--- config.mk ---
export PLATFORM = sky130hd
export DESIGN_NAME = mux_key_with_default_reg_flat
export DESIGN_NICKNAME = d
export VERILOG_FILES = /design/src/rtl/mux_key_with_default_reg_if.sv /design/src/rtl/mux_key_with_default_reg.sv /design/src/flat_wrapper.sv
export SDC_FILE = /design/constraint.sdc
export NUM_CORES = 1
export LEC_CHECK = 0
export CAP_MARGIN = 10
export CORE_UTILIZATION = 45
export DETAILED_ROUTE_END_ITERATION = 8
export PLACE_DENSITY = 0.88
export SLEW_MARGIN = 20
export SYNTH_ARGS = -nofsm -noshare
export SYNTH_HDL_FRONTEND = slang
export SYNTH_SLANG_ARGS = --single-unit
--- constraint.sdc ---
create_clock -name clk -period 3.65 [get_ports clk]
set_input_delay 0.5475 -clock clk [delete_from_list [all_inputs] [get_ports clk]]
set_output_delay 0.5475 -clock clk [all_outputs]
set_load 0.02 [all_outputs]
--- src/rtl/mux_key_with_default_reg_if.sv ---
// Bus bundle for the keyed mux/register: select inputs, packed lookup list,
// write enable, and the combinational and registered results.
interface mux_key_with_default_reg_if #(
  parameter int NR_KEY   = 2,
  parameter int KEY_LEN  = 1,
  parameter int DATA_LEN = 32
);
  logic [KEY_LEN-1:0]                   key;
  logic [DATA_LEN-1:0]                  default_out;
  logic [NR_KEY*(KEY_LEN+DATA_LEN)-1:0] lut;
  logic                                 wen;
  logic [DATA_LEN-1:0]                  mux_out;
  logic [DATA_LEN-1:0]                  q;

  modport master (
    output key, default_out, lut, wen,
    input  mux_out, q
  );

  modport slave (
    input  key, default_out, lut, wen,
    output mux_out, q
  );
endinterface

--- src/rtl/mux_key_with_default_reg.sv ---
// Keyed priority mux with default word, feeding a sync-reset, write-enabled
// register. Used as next-PC select plus PC register in fetch.
module mux_key_entry #(
  parameter int KEY_LEN  = 1,
  parameter int DATA_LEN = 32
) (
  input  logic [KEY_LEN+DATA_LEN-1:0] entry,
  input  logic [KEY_LEN-1:0]          key,
  output logic                        hit,
  output logic [DATA_LEN-1:0]         data
);
  assign hit  = (entry[KEY_LEN+DATA_LEN-1 -: KEY_LEN] == key);
  assign data = entry[DATA_LEN-1:0];
endmodule

module mux_key_with_default_reg #(
  parameter int                  NR_KEY    = 2,
  parameter int                  KEY_LEN   = 1,
  parameter int                  DATA_LEN  = 32,
  parameter logic [DATA_LEN-1:0] RESET_VAL = 32'h8000_0000
) (
  input logic                    clk,
  input logic                    rst,
  mux_key_with_default_reg_if.slave bus
);
  localparam int P = KEY_LEN + DATA_LEN;

  logic [NR_KEY-1:0]                hit;
  logic [NR_KEY-1:0][DATA_LEN-1:0]  data;
  logic [DATA_LEN-1:0]              sel;
  logic [DATA_LEN-1:0]              q_r = RESET_VAL;

  // Entry 0 sits in the MSBs of lut, matching {key0,data0,key1,data1,...}.
  for (genvar i = 0; i < NR_KEY; i++) begin : g_entry
    mux_key_entry #(
      .KEY_LEN  (KEY_LEN),
      .DATA_LEN (DATA_LEN)
    ) u_entry (
      .entry (bus.lut[(NR_KEY-i)*P-1 -: P]),
      .key   (bus.key),
      .hit   (hit[i]),
      .data  (data[i])
    );
  end

  // Walk from the highest index down so the lowest-index hit wins.
  always_comb begin
    sel = bus.default_out;
    for (int i = NR_KEY-1; i >= 0; i--) begin
      if (hit[i]) sel = data[i];
    end
  end

  always_ff @(posedge clk) begin
    if (rst)          q_r <= RESET_VAL;
    else if (bus.wen) q_r <= sel;
  end

  assign bus.mux_out = sel;
  assign bus.q       = q_r;
endmodule

--- src/flat_wrapper.sv ---
// flat-port wrapper written by rule: the top's interface ports become plain ports
module mux_key_with_default_reg_flat 
#(
  parameter int                  NR_KEY    = 2,
  parameter int                  KEY_LEN   = 1,
  parameter int                  DATA_LEN  = 32,
  parameter logic [DATA_LEN-1:0] RESET_VAL = 32'h8000_0000
)
  (clk, rst, bus_key, bus_default_out, bus_lut, bus_wen, bus_mux_out, bus_q);
  mux_key_with_default_reg_if #(.NR_KEY(NR_KEY), .KEY_LEN(KEY_LEN), .DATA_LEN(DATA_LEN)) bus_i ();
  input logic clk;
  input logic rst;
  input wire logic [$bits(bus_i.key)-1:0] bus_key;
  input wire logic [$bits(bus_i.default_out)-1:0] bus_default_out;
  input wire logic [$bits(bus_i.lut)-1:0] bus_lut;
  input wire logic [$bits(bus_i.wen)-1:0] bus_wen;
  output wire logic [$bits(bus_i.mux_out)-1:0] bus_mux_out;
  output wire logic [$bits(bus_i.q)-1:0] bus_q;
  assign bus_i.key = bus_key;
  assign bus_i.default_out = bus_default_out;
  assign bus_i.lut = bus_lut;
  assign bus_i.wen = bus_wen;
  assign bus_mux_out = bus_i.mux_out;
  assign bus_q = bus_i.q;
  mux_key_with_default_reg #(.NR_KEY(NR_KEY), .KEY_LEN(KEY_LEN), .DATA_LEN(DATA_LEN), .RESET_VAL(RESET_VAL)) u_core (.clk(clk), .rst(rst), .bus(bus_i));
endmodule
# After elaboration in Yosys (flattened, before gate mapping)

Cells that the tools add are included.
Widths: inputs -> output; s select.

Output and inout port bits: 64
Logic and storage cells: 5
Input bits: 102
Register bits: 32

Equal/unequal tests: 2
Multiplexer cells: 2

Operator list:

| operator   | count |
|---|---|
| $mux 32    | 2 |
| $eq 1x1->1 | 2 |

# Logic depth before layout (Yosys ltp)

Gate-level depths: netlist (run 1).

Depth in word-level cells: 3
Gate-level depth with buffers: 6
Mapped depth without buffers: 3

# Cells and area by module

Synthesis (run 1) repeated with hierarchy kept, for this count alone.

Cell total of the unflattened synthesis: 321
Area total of the unflattened synthesis: 3,017.9 um2

By module, submodules not included:

| module                   | instances | area an instance (um2) | cells an instance |
|---|---|---|---|
| mux_key_with_default_reg | 1         | 2,519.9                | 255 |
| mux_key_entry            | 2         | 249.0                  | 33 |

# Worst setup path before layout (run 1)

OpenSTA, ideal clock, no wires.

Path kind: input port to output port
Start: input bus_lut[32]
End: output bus_mux_out[0]
Slack: 1.447 ns
Arrival time: 1.655 ns
Stages on the path: 4
Buffers on the path: 2
Cells stage by stage: clkbuf_1 mux2i_1 clkbuf_1 o21ba_1

Cells in the longest elaborated chain, start to end: 3

RTL lines:

| item                  | line                           | text |
|---|---|---|
| start, declared       | flat_wrapper.sv:15             | `input wire logic [$bits(bus_i.lut)-1:0] bus_lut;` |
| $eq 1x1->1            | mux_key_with_default_reg.sv:12 | `assign hit = (entry[KEY_LEN+DATA_LEN-1 -: KEY_LEN] == key);` |
| $mux 32 (2 in series) | mux_key_with_default_reg.sv:50 | `if (hit[i]) sel = data[i];` |
| end, declared         | flat_wrapper.sv:17             | `output wire logic [$bits(bus_i.mux_out)-1:0] bus_mux_out;` |

Every way passes these cells.

# Worst setup path after layout (run 1)

Start: input bus_lut[65]
End: output bus_mux_out[7]

Cells in the longest elaborated chain, start to end: 2

RTL lines:

| item       | line |
|---|---|
| $eq 1x1->1 | mux_key_with_default_reg.sv:12 |
| $mux 32    | mux_key_with_default_reg.sv:50 |

Every way passes these cells.

==> results of run 1 <==
worst paths after layout:
kind | end | slack, ps | depth (start not counted)
max | bus_mux_out[7] | 300 | 7
min | u_core.bus.q[22] | 470 | 2
max reg2reg | u_core.bus.q[0] | 2890 | 2
min reg2reg | u_core.bus.q[22] | 470 | 2
metrics by stage:
step	hold WS [ps]	instance area (sq um)	setup slack, ps	power (uW)	utilization
finish	473.3	5131	300.9	1397	0.7112
global route	492.6	5131	216.8	1467	0.7112
global placement	458.7	5041	375.5	1092	0.6988
detailed placement	464.6	5041	317.9	1108	0.6988
floorplan	549.6	3336	1447	778.8	-
CTS	474.1	5131	312.0	1401	0.7112
Yosys cell counts (2+ instances only):
| cell type | instances |
|---|---|
| a311oi_1 | 2 |
| buf_6 | 5 |
| nand2b_1 | 32 |
| inv_1 | 31 |
| clkbuf_1 | 31 |
| buf_2 | 10 |
| nand2_1 | 2 |
| or4b_4 | 7 |
| or4b_1 | 23 |
| dfxtp_1 | 32 |
| nor4bb_1 | 3 |
| o21ba_1 | 30 |
| o32ai_1 | 30 |
| o221ai_2 | 30 |
| nor2_1 | 31 |
| and4b_1 | 2 |
| a221o_1 | 30 |
| nor2b_1 | 32 |
| buf_4 | 3 |
cell type report:
cell class | instances | area, sq um
clock buffer | 8 | 90.09
fill | 585 | 2083
inverter | 31 | 116.4
multi-input combinational | 264 | 2356
sequential | 32 | 640.6
tap | 99 | 123.9
timing repair buffer | 183 | 1804
metal layers:
| metal | wire, um | global-route usage | vias up |
|---|---|---|---|
| met2 | 5671 | 0.5208 | 139 |
| met1 | 4277 | 0.3067 | 1778 |
| met4 | 237 | 0.1041 | 0 |
| met5 | 0 | 0 | - |
| met3 | 763 | 0.06880 | 22 |
| li1 | - | - | 1738 |
power by group through the flow:
stage | registers, uW | logic [uW] | clock network, uW
4_1_cts | 396 | 708 | 298
5_1_grt | 400 | 751 | 317
6_report | 396 | 706 | 295
2_1_floorplan | 441 | 338 | 0
3_5_place_dp | 404 | 704 | 0
3_3_place_gp | 403 | 690 | 0
critical path, cell delays in order:
cell and delay (ps):
clkdlybuf4s50_1 540, buf_4 260, nor2b_4 150, mux2i_4 300, buf_4 240, o21ba_1 150
clkdlybuf4s50_1 620
cell families after synthesis:
| kind of cell | count (synthesis) |
|---|---|
| mux | 1 |
| buf+inv | 80 |
| xor+xnor | 2 |
| compound gates | 127 |
| simple gates | 134 |
| flops | 32 |
==> results.toml, run 1 <==
[cells_and_area]
drive_above_1_share = 0.1313
antenna_cells = 0
layout_common_cells = "clkdlybuf4s50_1, dfxtp_1"
largest_register_ffs = 32
nets = 619
syn2layout_area_growth_pct = 53.83
stdcell_count = 617
mostFrequentLayoutCell = "clkdlybuf4s50_1"

[cts]
cts_sinks = 32
cts_tree = "built"
cts_htree_levels = 2
clock_path_buffers = 2
ctsResizeCount = 0
clk_pin_slew_ps = 70
numCtsBuffers = 5
cts_root_buf = "clkbuf_8"
cts_setup_buffers = 0
insertion_delay_ps = 280
holdBufCountCts = 0

[global_routing]
grt.total_usage = 0.2803
grt-ovfl-total = 0
grt_pass1_vias = 3592
grt_pass1_wl_mm = 16.91
grt_max_degree = 63
antenna_found_initial = 0

[critical_path]
path_class = "in -> out"
cp.required_ps = 3100
cp-startpoint = "bus_lut[65]"
end_kind = "output pin"
crit_arrival_ps = 2800
cp_max_fo = 13
start_kind = "input pin"
r2r_start = "u_core.bus.q[0]"

[timing]
grt_setup_unrepaired = "no"
hold_violations = 0
period_minus_slack_ps = 3349
tightest_slew_ps = 560.4
fin_crit_sh = 0.9176
slew_headroom = 0.6264
tns_ps = 0
finalSetupViolCount = 0
slew_viol_final = 0
skew_ps = 0
max_freq_mhz = 298.6

[detailed_routing]
first_pass_iters = 4
vias = 3677
ant_nets = 0
vias_per_cell = 5.959
wire_per_inst_um = 17.75
finalWirelength_mm = 10.95
drtIter0Drc = 142
drcViolationCount = 0

[placed_design]
numPlacedInstances = 609
place_congestion = 0.8246
port_buffers = 165
hpwlAfterDp_mm = 7.903

[synthesis]
synth-simple-area-share = 0.2757
synth_compound_area_frac = 0.4100
synthMuxAreaShare = 0.003001
ys_types = 29
synth_area_leaders = "dfxtp_1, o221ai_2, a221o_1"
synthCells = 376
yosys.area_share.adder = 0
synth-seq-area-share = 0.1920
synth_top_family_by_area = "compound AO/OA/AOI/OAI gates"
synthesis.nets = 478
synthArstFlopShare = 0
synth_top_area_frac = 0.1920
synth_flop_cell = "dfxtp_1"
syn_avg_cell_area_sq_um = 8.872
ys_seq_elements = 32
syn_area_sq_mm = 0.003336
synth-edff-count = 0
yosys.area.top_type = "dfxtp_1"
yosysWarnings = 0
synthXorXnorAreaFrac = 0.01088

[pwr]
ir_worst_vdd_v = 0.0001309
cellLeakagePower_uw = 0.001841
p_clk_frac = 0.211
p_per_area_mw_per_mm2 = 272.2
seqPwrFrac = 0.284
p_sw_frac = 0.3506
power.internal_uw = 906.9
switching_power_uw = 489.7
pwr-share-comb = 0.505

[run_status]
status = "completed"

[die]
io_pins = 166
die_y_um = 88.10
fp.coreArea_sq_mm = 0.007214
initial_core_util = 0.4624
dieArea_sq_mm = 0.007761
rows = 31
die_w_um = 88.10

[worst_hold_path]
hold_path_class = "reg -> reg"
min_from = "u_core.bus.q[22]"

[flow_run]
cap_violations = 0
Power figures use the tool's default switching activity.
==> inputs of run 2 (changes only) <==
CTS_CLUSTER_SIZE = 25   (was unset)
==> results of run 2 <==
Final layout, timing and power as in run 1 (identical DEF).
